**src/rtl/adc_dual_capture_pkg.sv**
```systemverilog
// Shared types and constants for the dual-channel ADC capture block.
package adc_dual_capture_pkg;

    typedef enum logic [1:0] {
        ST_IDLE    = 2'd0,
        ST_CAPTURE = 2'd1,
        ST_DRAIN   = 2'd2
    } cap_state_t;

    localparam int unsigned SEXT_W  = 16;
    localparam int unsigned CH1_LSB = 0;
    localparam int unsigned CH2_LSB = 16;
    localparam int unsigned TDATA_W = 32;
    localparam int unsigned FIFO_W  = TDATA_W + 1;

endpackage

```
**src/rtl/adc_dual_capture_fifo.sv**
```systemverilog
// Synchronous first-word-fall-through FIFO; DEPTH must be a power of two >= 2.
module adc_dual_capture_fifo #(
    parameter int unsigned WIDTH = 33,
    parameter int unsigned DEPTH = 4
) (
    input  logic             clk,
    input  logic             rst_n,
    input  logic             flush,
    input  logic             wr_en,
    input  logic [WIDTH-1:0] wr_data,
    input  logic             rd_en,
    output logic [WIDTH-1:0] rd_data,
    output logic             full,
    output logic             empty
);

    localparam int unsigned AW = $clog2(DEPTH);

    logic [WIDTH-1:0] mem [DEPTH];
    logic [AW:0]      wr_ptr;
    logic [AW:0]      rd_ptr;
    logic             do_wr;
    logic             do_rd;

    // Extra pointer bit distinguishes full from empty when the indices match.
    assign empty   = (wr_ptr == rd_ptr);
    assign full    = (wr_ptr[AW] != rd_ptr[AW]) && (wr_ptr[AW-1:0] == rd_ptr[AW-1:0]);
    assign do_wr   = wr_en && !full;
    assign do_rd   = rd_en && !empty;
    assign rd_data = empty ? '0 : mem[rd_ptr[AW-1:0]];

    always_ff @(posedge clk) begin
        if (!rst_n || flush) begin
            wr_ptr <= '0;
            rd_ptr <= '0;
        end else begin
            if (do_wr) wr_ptr <= wr_ptr + (AW+1)'(1);
            if (do_rd) rd_ptr <= rd_ptr + (AW+1)'(1);
        end
    end

    always_ff @(posedge clk) begin
        if (do_wr) mem[wr_ptr[AW-1:0]] <= wr_data;
    end

endmodule

```
**src/rtl/adc_dual_capture.sv**
```systemverilog
// Dual-channel ADC capture to AXI-Stream with counted bursts and overflow tracking.
// Optional over-range detection: define ADC_DUAL_CAPTURE_OVR_DET_EN.
module adc_dual_capture
    import adc_dual_capture_pkg::*;
#(
    parameter int unsigned INT_ADC_DATA_WIDTH      = 14,
    parameter int unsigned INT_INVERT_IDATA        = 0,
    parameter int unsigned INT_IDATA_ENC_OFFSETBIN = 1,
    parameter int unsigned INT_FIFO_DEPTH          = 4,
    parameter int unsigned INT_CNT_WIDTH           = 16
) (
    input  logic                          in_clk_adc,
    input  logic                          in_rst_n,
    input  logic [INT_ADC_DATA_WIDTH-1:0] in_adc_data_ch1,
    input  logic [INT_ADC_DATA_WIDTH-1:0] in_adc_data_ch2,
    input  logic                          in_start,
    input  logic                          in_abort,
    input  logic [INT_CNT_WIDTH-1:0]      in_sample_count,
    output logic [TDATA_W-1:0]            out_m_axis_tdata,
    output logic                          out_m_axis_tvalid,
    output logic                          out_m_axis_tlast,
    input  logic                          in_m_axis_tready,
    output logic                          out_busy,
    output logic                          out_done,
    output logic                          out_overflow
`ifdef ADC_DUAL_CAPTURE_OVR_DET_EN
   ,output logic                          out_ovr_ch1,
    output logic                          out_ovr_ch2,
    output logic [INT_CNT_WIDTH-1:0]      out_ovr_cnt
`endif
);

    localparam int unsigned W = INT_ADC_DATA_WIDTH;

    function automatic logic [W-1:0] conv_sample(input logic [W-1:0] raw);
        logic [W-1:0] c;
        c = raw;
        if (INT_IDATA_ENC_OFFSETBIN != 0) begin
            if (INT_INVERT_IDATA != 0) c[W-2:0] = ~raw[W-2:0];
            else                       c[W-1]   = ~raw[W-1];
        end else if (INT_INVERT_IDATA != 0) begin
            c = ~raw;
        end
        return c;
    endfunction

    function automatic logic [SEXT_W-1:0] sext(input logic signed [W-1:0] v);
        return SEXT_W'(v);
    endfunction

    cap_state_t                 state;
    logic [INT_CNT_WIDTH-1:0]   remaining;
    logic [W-1:0]               s1_ch1;
    logic [W-1:0]               s1_ch2;
    logic                       s1_vld;
    logic                       s1_last;
    logic [W-1:0]               c1;
    logic [W-1:0]               c2;
    logic [TDATA_W-1:0]         s2_word;
    logic                       s2_vld;
    logic                       s2_last;
    logic                       lw_vld;
    logic [TDATA_W-1:0]         lw_word;
    logic                       abort_act;
    logic                       fifo_wr;
    logic [FIFO_W-1:0]          fifo_din;
    logic [FIFO_W-1:0]          fifo_dout;
    logic                       fifo_full;
    logic                       fifo_empty;
    logic                       lw_park;
    logic                       wr_drop;

    assign c1        = conv_sample(s1_ch1);
    assign c2        = conv_sample(s1_ch2);
    assign abort_act = in_abort && (state != ST_IDLE);

    // The parked last word has priority; it can only exist once all capture writes are done.
    always_comb begin
        fifo_wr  = 1'b0;
        fifo_din = {s2_last, s2_word};
        lw_park  = 1'b0;
        wr_drop  = 1'b0;
        if (!abort_act) begin
            if (lw_vld) begin
                fifo_din = {1'b1, lw_word};
                fifo_wr  = !fifo_full;
            end else if (s2_vld) begin
                if (!fifo_full)   fifo_wr = 1'b1;
                else if (s2_last) lw_park = 1'b1;
                else              wr_drop = 1'b1;
            end
        end
    end

    adc_dual_capture_fifo #(
        .WIDTH (FIFO_W),
        .DEPTH (INT_FIFO_DEPTH)
    ) u_fifo (
        .clk     (in_clk_adc),
        .rst_n   (in_rst_n),
        .flush   (abort_act),
        .wr_en   (fifo_wr),
        .wr_data (fifo_din),
        .rd_en   (in_m_axis_tready),
        .rd_data (fifo_dout),
        .full    (fifo_full),
        .empty   (fifo_empty)
    );

    assign out_m_axis_tdata  = fifo_dout[TDATA_W-1:0];
    assign out_m_axis_tlast  = fifo_dout[TDATA_W];
    assign out_m_axis_tvalid = !fifo_empty;

    always_ff @(posedge in_clk_adc) begin
        if (!in_rst_n) begin
            state        <= ST_IDLE;
            remaining    <= '0;
            s1_ch1       <= '0;
            s1_ch2       <= '0;
            s1_vld       <= 1'b0;
            s1_last      <= 1'b0;
            s2_word      <= '0;
            s2_vld       <= 1'b0;
            s2_last      <= 1'b0;
            lw_vld       <= 1'b0;
            lw_word      <= '0;
            out_busy     <= 1'b0;
            out_done     <= 1'b0;
            out_overflow <= 1'b0;
        end else begin
            s1_ch1                       <= in_adc_data_ch1;
            s1_ch2                       <= in_adc_data_ch2;
            s2_word[CH1_LSB +: SEXT_W]   <= sext(c1);
            s2_word[CH2_LSB +: SEXT_W]   <= sext(c2);
            s1_vld                       <= 1'b0;
            s1_last                      <= 1'b0;
            s2_vld                       <= s1_vld && !abort_act;
            s2_last                      <= s1_last;
            out_done                     <= 1'b0;

            if (abort_act)               lw_vld <= 1'b0;
            else if (lw_park) begin
                lw_vld  <= 1'b1;
                lw_word <= s2_word;
            end else if (lw_vld && !fifo_full) lw_vld <= 1'b0;

            if (wr_drop) out_overflow <= 1'b1;

            // The counter tags samples at the input; the state leaves CAPTURE when the tag reaches the FIFO.
            case (state)
                ST_IDLE: begin
                    if (in_start && !in_abort) begin
                        if (in_sample_count != '0) begin
                            state        <= ST_CAPTURE;
                            remaining    <= in_sample_count;
                            out_overflow <= 1'b0;
                            out_busy     <= 1'b1;
                        end else begin
                            out_done <= 1'b1;
                        end
                    end
                end
                ST_CAPTURE: begin
                    if (abort_act) begin
                        state     <= ST_IDLE;
                        remaining <= '0;
                        out_busy  <= 1'b0;
                    end else begin
                        if (remaining != '0) begin
                            s1_vld    <= 1'b1;
                            s1_last   <= (remaining == INT_CNT_WIDTH'(1));
                            remaining <= remaining - INT_CNT_WIDTH'(1);
                        end
                        if (s2_vld && s2_last) state <= ST_DRAIN;
                    end
                end
                ST_DRAIN: begin
                    if (abort_act) begin
                        state    <= ST_IDLE;
                        out_busy <= 1'b0;
                    end else if (fifo_empty && !lw_vld) begin
                        state    <= ST_IDLE;
                        out_busy <= 1'b0;
                        out_done <= 1'b1;
                    end
                end
                default: begin
                    state    <= ST_IDLE;
                    out_busy <= 1'b0;
                end
            endcase
        end
    end

`ifdef ADC_DUAL_CAPTURE_OVR_DET_EN
    localparam logic [W-1:0] POS_FS = {1'b0, {(W-1){1'b1}}};
    localparam logic [W-1:0] NEG_FS = {1'b1, {(W-1){1'b0}}};

    // Flags load on the same edge as s2_word, so they describe the pair in stage 2.
    always_ff @(posedge in_clk_adc) begin
        if (!in_rst_n) begin
            out_ovr_ch1 <= 1'b0;
            out_ovr_ch2 <= 1'b0;
            out_ovr_cnt <= '0;
        end else begin
            out_ovr_ch1 <= (c1 == POS_FS) || (c1 == NEG_FS);
            out_ovr_ch2 <= (c2 == POS_FS) || (c2 == NEG_FS);
            if (state == ST_IDLE && in_start && !in_abort)
                out_ovr_cnt <= '0;
            else if (s2_vld && (out_ovr_ch1 || out_ovr_ch2) && out_ovr_cnt != '1)
                out_ovr_cnt <= out_ovr_cnt + INT_CNT_WIDTH'(1);
        end
    end
`endif

endmodule

```
**config.mk**
```make
export PLATFORM = sky130hd
export DESIGN_NAME = adc_dual_capture
export DESIGN_NICKNAME = d
export VERILOG_FILES = /design/src/rtl/adc_dual_capture_pkg.sv /design/src/rtl/adc_dual_capture_fifo.sv /design/src/rtl/adc_dual_capture.sv
export SDC_FILE = /design/constraint.sdc
export NUM_CORES = 1
export LEC_CHECK = 0
export BUFFER_PORTS_ARGS = -buffer_cell sky130_fd_sc_hd__buf_2
export CAP_MARGIN = 25
export CORE_MARGIN = 4
export CORE_UTILIZATION = 40
export DETAILED_ROUTE_END_ITERATION = 12
export PLACE_DENSITY = 0.59
export SLEW_MARGIN = 20
export SYNTH_ARGS = -nofsm -noshare
export SYNTH_HDL_FRONTEND = slang
export SYNTH_HIERARCHICAL = 1
export SYNTH_SLANG_ARGS = --single-unit
```
**constraint.sdc**
```tcl
create_clock -name in_clk_adc -period 8.5 [get_ports in_clk_adc]
set_input_delay 1.7 -clock in_clk_adc [delete_from_list [all_inputs] [get_ports in_clk_adc]]
set_output_delay 1.7 -clock in_clk_adc [all_outputs]
set_load 0.05 [all_outputs]
```
==> metrics, run 1 <==
predominant post-synthesis flop cell=edfxtp_1; utilization after layout=47.4%; YS warnings=6; FF-to-FF Start=u_fifo/wr_ptr[0]$_SDFFE_PP0P_; Wirelength per Cell=17.6 microns; minimum clock period=4.20 ns; final hold vios=0; row cnt=between 50 and 60; ys async rst share=0%; chip height=166 microns; post-DR vias/cell=5.18; gpl congestion=0.838; syn_nets=approximately 770; fmax=238 MHz; Die W=166 microns; Max Transition Viols Final=0; Gate Count Post-Synth=711; CTS Buffer Depth=3; ratio of cells with drive above 1 in the final layout=25.9%; RSZ-0062 raised after global routing=no; pwr dens=238 mW/mm^2; TritonCTS clock tree=done; Final Cycle Share=~49%; type of element launching the critical path=register; Area Growth Syn to Fin=16.4%; final instance area=0.0116 sq mm; Worst setup EP type=output port; maxcap violations=0; port bufs=85; Sink Count=250; Worst Tran Pin Value=1.06 ns; Post CTS Setup Buffer Count=0; # DRC=0; CTS root buffer=clkbuf_16; Slew HR=29.0%; DP Area=approximately 0.011 sq mm; hpwl dp=12400 microns; worst min path class=register to register; largest net degree at the start of global routing=84; Initial Util=40.8%; initial antenna violation count=0; register area share after synthesis=63.6%; Antenna Cells=0; CP startpoint=u_fifo/wr_ptr[0]$_SDFFE_PP0P_; via count=5880; GRT overflow=0; Critical Path RT=6.80 ns; status=finished, final reports clean; Core Area=0.0244 sq mm; Routed WL=19900 microns; Synth Cell Area=0.00995 sq mm; CTS Buf Count=26; GR Util All Layers=14.2%; Critical Path AT=2.50 ns; Worst-Skew Late Latency=~0.52 ns; Final Non-Filler Cells=between 1000 and 1500; Unique masters post-synth=65; CP max FO=33; placed cell count=1087; post-route ant nets=0; Crit Path Class=register to output port; I/O Pins=86; CTS Hold Bufs=0; Pre-antenna DRT Iters=5; die area=0.0275 sq mm; reg2reg end=u_fifo/mem[2][18]$_DFFE_PP_; Setup Viol. Count Final=0; Yosys reg bits=250; total negative setup slack=0 ns; Avg Inst Size Synth=14.0 sq um; worst setup margin=4.30 ns; VDD IR-drop max=0.127 mV; EDFF count, synth=132; FF-to-FF setup slack=5.19 ns; first-pass GRT wire length=32300 microns; Final #Nets=848; Starting DRT DRC Count=between 400 and 500; worst slack at placement=4.06 ns; cts repair resizes=0; LEAKAGE=4.18 nW; Worst Clk Skew=0.0113 ns; vias in the first global route=6020; Clock H-tree levels=1; Reg2Reg Depth=5; Critical Path End=out_m_axis_tlast; clock slew at reported path FFs=0.06 ns
how the worst min path moves through the flow:
stage,from,cells after the start,slack [ns],end
finish,s1_ch2[13]$_SDFF_PN0_,1,0.38,s2_word[29]$_SDFF_PN0_
floorplan,s1_ch1[13]$_SDFF_PN0_,1,0.36,s2_word[15]$_SDFF_PN0_
CTS,s1_ch2[13]$_SDFF_PN0_,1,0.38,s2_word[29]$_SDFF_PN0_
detailed placement,s1_ch1[13]$_SDFF_PN0_,1,0.37,s2_word[15]$_SDFF_PN0_
global route,s1_ch1[13]$_SDFF_PN0_,1,0.40,s2_word[15]$_SDFF_PN0_
global placement,s1_ch1[13]$_SDFF_PN0_,1,0.38,s2_word[15]$_SDFF_PN0_
critical path, cell delays in order, from the launching register on:
cell     delay [ns]
dfxtp_1        0.55
xor2_2         0.44
nor3_4         0.12
buf_4          0.28
nor2b_1        0.27
buf_2          0.32
per-layer routing:
| metal | up-vias | wire, microns | global-route usage [%] |
|---|---|---|---|
| met5 | - | 0 | 0 |
| met4 | 0 | 371 | 3.41 |
| met3 | 34 | 876 | 2.48 |
| met2 | 138 | 9820 | 24.1 |
| met1 | 2898 | 8880 | 19.2 |
| li1 | 2810 | - | - |
sequential cells by signal, indices dropped and copies added, names as in the netlist, 2 cells and up, named ones only:
name and cells:
u_fifo/mem 132, s2_word 28, lw_word 28, state 2, remaining 16, u_fifo/rd_ptr 3, s1_ch2 14, s1_ch1 14
u_fifo/wr_ptr 3
metrics by stage:
stage / power, W / hold WS (ns)
2_1_floorplan: 0.00156 / 0.363
3_3_place_gp: 0.00163 / 0.376
3_5_place_dp: 0.00163 / 0.365
4_1_cts: 0.00279 / 0.378
5_1_grt: 0.00286 / 0.396
6_report: 0.00275 / 0.376
cells in the final DEF, fill, tap and decap left out, drive strengths merged, types with 5 or more instances in the layout:
cell type	n
nand2	23
nand2b	7
mux2i	28
nor2b	35
nand3	6
mux4	33
dfxtp	118
edfxtp	132
or4	6
nor4	10
buf	92
and2	60
ha	7
a31oi	5
o211ai	6
inv	13
o21ai	14
nor2	45
nor4b	5
clkinv	7
xor2	6
nand4	6
mux2	28
clkbuf	33
nor3	7
a21oi	12
synthesized netlist by cell type, types with 7 or more instances:
cell      instances  share of area, %
mux4_2           33               7.5
nor2_1           45               1.7
mux2_2           28               3.2
buf_2            10              0.50
clkbuf_1         22              0.83
inv_1            12              0.45
ha_1              7              0.88
mux2i_1          28               2.8
a21oi_1          12              0.60
nor4_1           10              0.63
edfxtp_1        132                40
nand2_1          23              0.87
nor2b_1          35               2.2
and2_1           60               3.8
nand2b_1          7              0.44
dfxtp_1         118                24
o21ai_0          13              0.65
report_power, final:
part	total, W	internal [W]	switching, W
clock network	0.00115	0.000703	0.000446
logic	0.000294	0.000104	0.000190
registers	0.00131	0.00129	0.0000170
total	0.00275	0.00210	0.000653
cell families (layout without fill, tap and decap cells):
logic type / count (synthesis) / count (layout) / synth area share [%]
xor+xnor: 10 / 10 / 1.03
fa+ha+maj: 7 / 7 / 0.881
buf+inv: 51 / 152 / 2.28
flops: 250 / 250 / 63.6
mux: 89 / 89 / 13.5
simple gates: 226 / 226 / 13.1
compound gates: 78 / 78 / 5.65
final cells by class:
cell class | count | area [sq um]
Inverter | 12 | 45.0
Multi-Input combinational cell | 410 | 3420
Sequential cell | 250 | 6330
Tap cell | 324 | 405
Clock buffer | 33 | 698
Fill cell | 2164 | 12800
Timing Repair Buffer | 92 | 498
Clock inverter | 15 | 181
Power figures use the tool's default switching activity.
==> inputs of run 2 (changes only) <==
==> constraint.sdc (replaced) <==
create_clock -name in_clk_adc -period 4.25 [get_ports in_clk_adc]
set_input_delay 0.85 -clock in_clk_adc [delete_from_list [all_inputs] [get_ports in_clk_adc]]
set_output_delay 0.85 -clock in_clk_adc [all_outputs]
set_load 0.05 [all_outputs]
==> metrics, run 2 (synthesized netlist as in run 1, its figures left out) <==
GR Util All Layers=14.5% (was 14.2%); initial antenna violation count=0 (unchanged); Setup Viol. Count Final=0 (unchanged); CP Cell Sequence=buf_4 -> mux4_2 -> nor2b_1 -> buf_2 (was xor2_2 -> nor3_4 -> buf_4 -> nor2b_1 -> buf_2); Filler cells=2155 (was 2164); Routed WL=20300 microns (was 19900 microns); worst min path class=register to register (unchanged); Initial Util=40.8% (unchanged); share of total power in the clock network=42.3% (was 41.7%); worst slack at placement=1.07 ns (was 4.06 ns); Switching Share=23.9% (was 23.7%); CTS root buffer=clkbuf_16 (unchanged); fmax=291 MHz; worst hold stages=1 (unchanged); post-DR vias/cell=5.24 (was 5.18); CTS Buf Count=26 (unchanged); row cnt=57 (unchanged); FF-to-FF Start=u_fifo/wr_ptr[0]$_SDFFE_PP0P_ (unchanged); RSZ-0062 raised after global routing=no (unchanged); Worst Tran Pin Value=0.860 ns (was 1.06 ns); port bufs=85 (unchanged); type of element launching the critical path=register (unchanged); total negative setup slack=0 ns (unchanged); CTS Hold Bufs=0 (unchanged); Final #Nets=856 (was 848); Wirelength per Cell=17.7 microns (was 17.6 microns); Crit Path Class=register to output port (unchanged); worst setup margin=0.809 ns (was 4.30 ns); final hold vios=0 (unchanged); Slowest cell on crit path=dfxtp_2 (was dfxtp_1); Slew HR=42.6% (was 29.0%); I/O Pins=86 (unchanged); Critical Path AT=2.59 ns (was 2.50 ns); first-pass GRT wire length=33200 microns (was 32300 microns); gpl congestion=0.844 (was 0.838); via count=5989 (was 5880); power share of the combinational group=10.4% (was 10.7%); hpwl dp=13700 microns (was 12400 microns); TritonCTS clock tree=done (unchanged); cts repair resizes=0 (unchanged); Final Cycle Share=roughly four fifths; Critical Path RT=3.40 ns (was 6.80 ns); largest net degree at the start of global routing=47 (was 84); Max Transition Viols Final=0 (unchanged); maxcap violations=0 (unchanged); CP max FO=24 (was 33); chip height=166 microns (unchanged); # DRC=0 (unchanged); Reg2Reg Depth=7 (was 5); worst hold slack=0.382 ns (was 0.376 ns); VDD IR-drop max=0.321 mV (was 0.127 mV); reg2reg end=u_fifo/mem[2][25]$_DFFE_PP_ (was u_fifo/mem[2][18]$_DFFE_PP_); minimum clock period=3.44 ns; vias in the first global route=6362 (was 6020); commonest non-fill, non-tap cell in the layout=edfxtp_1 (unchanged); share of power burned in registers=47.3% (was 47.6%); Clock H-tree levels=1 (unchanged); clock slew at reported path FFs=0.06 ns (about the same); pwr dens=478 mW/mm^2 (was 238 mW/mm^2); Min-Delay Endpoint=s2_word[29]$_SDFF_PN0_ (unchanged); status=finished, final reports clean (unchanged); post-route ant nets=0 (unchanged); Post CTS Setup Buffer Count=0 (unchanged); Worst setup EP type=output port (unchanged); Die W=166 microns (unchanged); most frequent cells in the layout=edfxtp_1, dfxtp_1, buf_2 (unchanged); Pre-antenna DRT Iters=4 (was 5); Antenna Cells=0 (unchanged); Sink Count=250 (unchanged); GRT overflow=0 (unchanged); Core Area=0.0244 sq mm (unchanged); Starting DRT DRC Count=300 (was 408); LEAKAGE=4.25 nW (was 4.18 nW); internal power=0.00424 W (was 0.00210 W); Worst Clk Skew=0.00798 ns (was 0.0113 ns); Area Growth Syn to Fin=17.4% (was 16.4%); utilization after layout=47.9% (was 47.4%); max reg flops=132 (unchanged); CTS Buffer Depth=3 (unchanged); hold path startpoint=s1_ch2[13]$_SDFF_PN0_ (unchanged); P_sw=0.00133 W (was 0.000653 W); Worst-Skew Late Latency=0.51 ns (was 0.52 ns); ratio of cells with drive above 1 in the final layout=27.6% (was 25.9%); die area=0.0275 sq mm (unchanged); biggest cell delay along the critical path=0.89 ns (was 0.55 ns); FF-to-FF setup slack=1.33 ns (was 5.19 ns)
==> run 2: cell count changes in the layout (fill, tap and decap cells not counted) <==
| cell | before | now |
|---|---|---|
| clkbuf_8 | 0 | 2 |
| clkinvlp_2 | 1 | 0 |
| clkbuf_1 | 6 | 2 |
| clkinv_1 | 5 | 1 |
| clkinvlp_4 | 2 | 5 |
| buf_12 | 0 | 2 |
| buf_4 | 6 | 13 |
| buf_16 | 1 | 0 |
| inv_6 | 1 | 2 |
| clkinv_2 | 1 | 4 |
==> run 2: worst max-delay path by stage <==
stage,depth (start not counted),end,from,slack [ns]
floorplan,6,u_fifo/mem[3][0]$_DFFE_PP_,in_abort,0.49
global placement,8,u_fifo/mem[2][27]$_DFFE_PP_,in_abort,1.18
detailed placement,8,u_fifo/mem[2][25]$_DFFE_PP_,in_abort,1.07
CTS,4,out_m_axis_tdata[29],register,0.70
global route,4,out_m_axis_tdata[29],register,0.58
finish,4,out_m_axis_tdata[29],register,0.81
==> run 2: power groups by stage <==
stage          clock network [W]  logic [W]  registers (W)
4_1_cts                  0.00242   0.000583        0.00264
2_1_floorplan                  0   0.000454        0.00266
6_report                 0.00236   0.000579        0.00264
5_1_grt                  0.00253   0.000619        0.00265
3_5_place_dp                   0   0.000580        0.00269
3_3_place_gp                   0   0.000574        0.00269
==> run 2: per-stage QoR <==
| stage | instances | area [sq um] | power (W) |
|---|---|---|---|
| finish | 1144 | 11700 | 0.00558 |
| global route | 1144 | 11700 | 0.00580 |
| CTS | 1144 | 11700 | 0.00565 |
| detailed placement | 1096 | 10800 | 0.00327 |
| global placement | 1096 | 10800 | 0.00326 |
| floorplan | 711 | 9950 | 0.00311 |
==> run 2: critical path: cells and delay by family, from the launching register on <==
kind / cells / cell delay [ns]
simple gates: 1 / 0.15
mux: 1 / 0.51
buf+inv: 2 / 0.52
flops: 1 / 0.89
==> run 2: layout make-up <==
type                    count  area (sq um)  area share [%]
flip-flops and latches    250          6330            54.2
multi-input cells         410          3420            29.3
well taps                 324           405            3.47
repair buffers            100           563            4.82
clock inverters            17           208            1.78
clock buffers              31           711            6.09
inverters                  12          45.0           0.386
==> run 2: metal layers <==
| layer | GRT usage [%] | share of wire [%] | vias up |
|---|---|---|---|
| li1 | - | - | 2828 |
| met1 | 18.8 | 44 | 2963 |
| met2 | 25.0 | 49 | 164 |
| met3 | 2.57 | 5.0 | 34 |
| met4 | 4.20 | 2.0 | 0 |
| met5 | 0 | 0 | - |
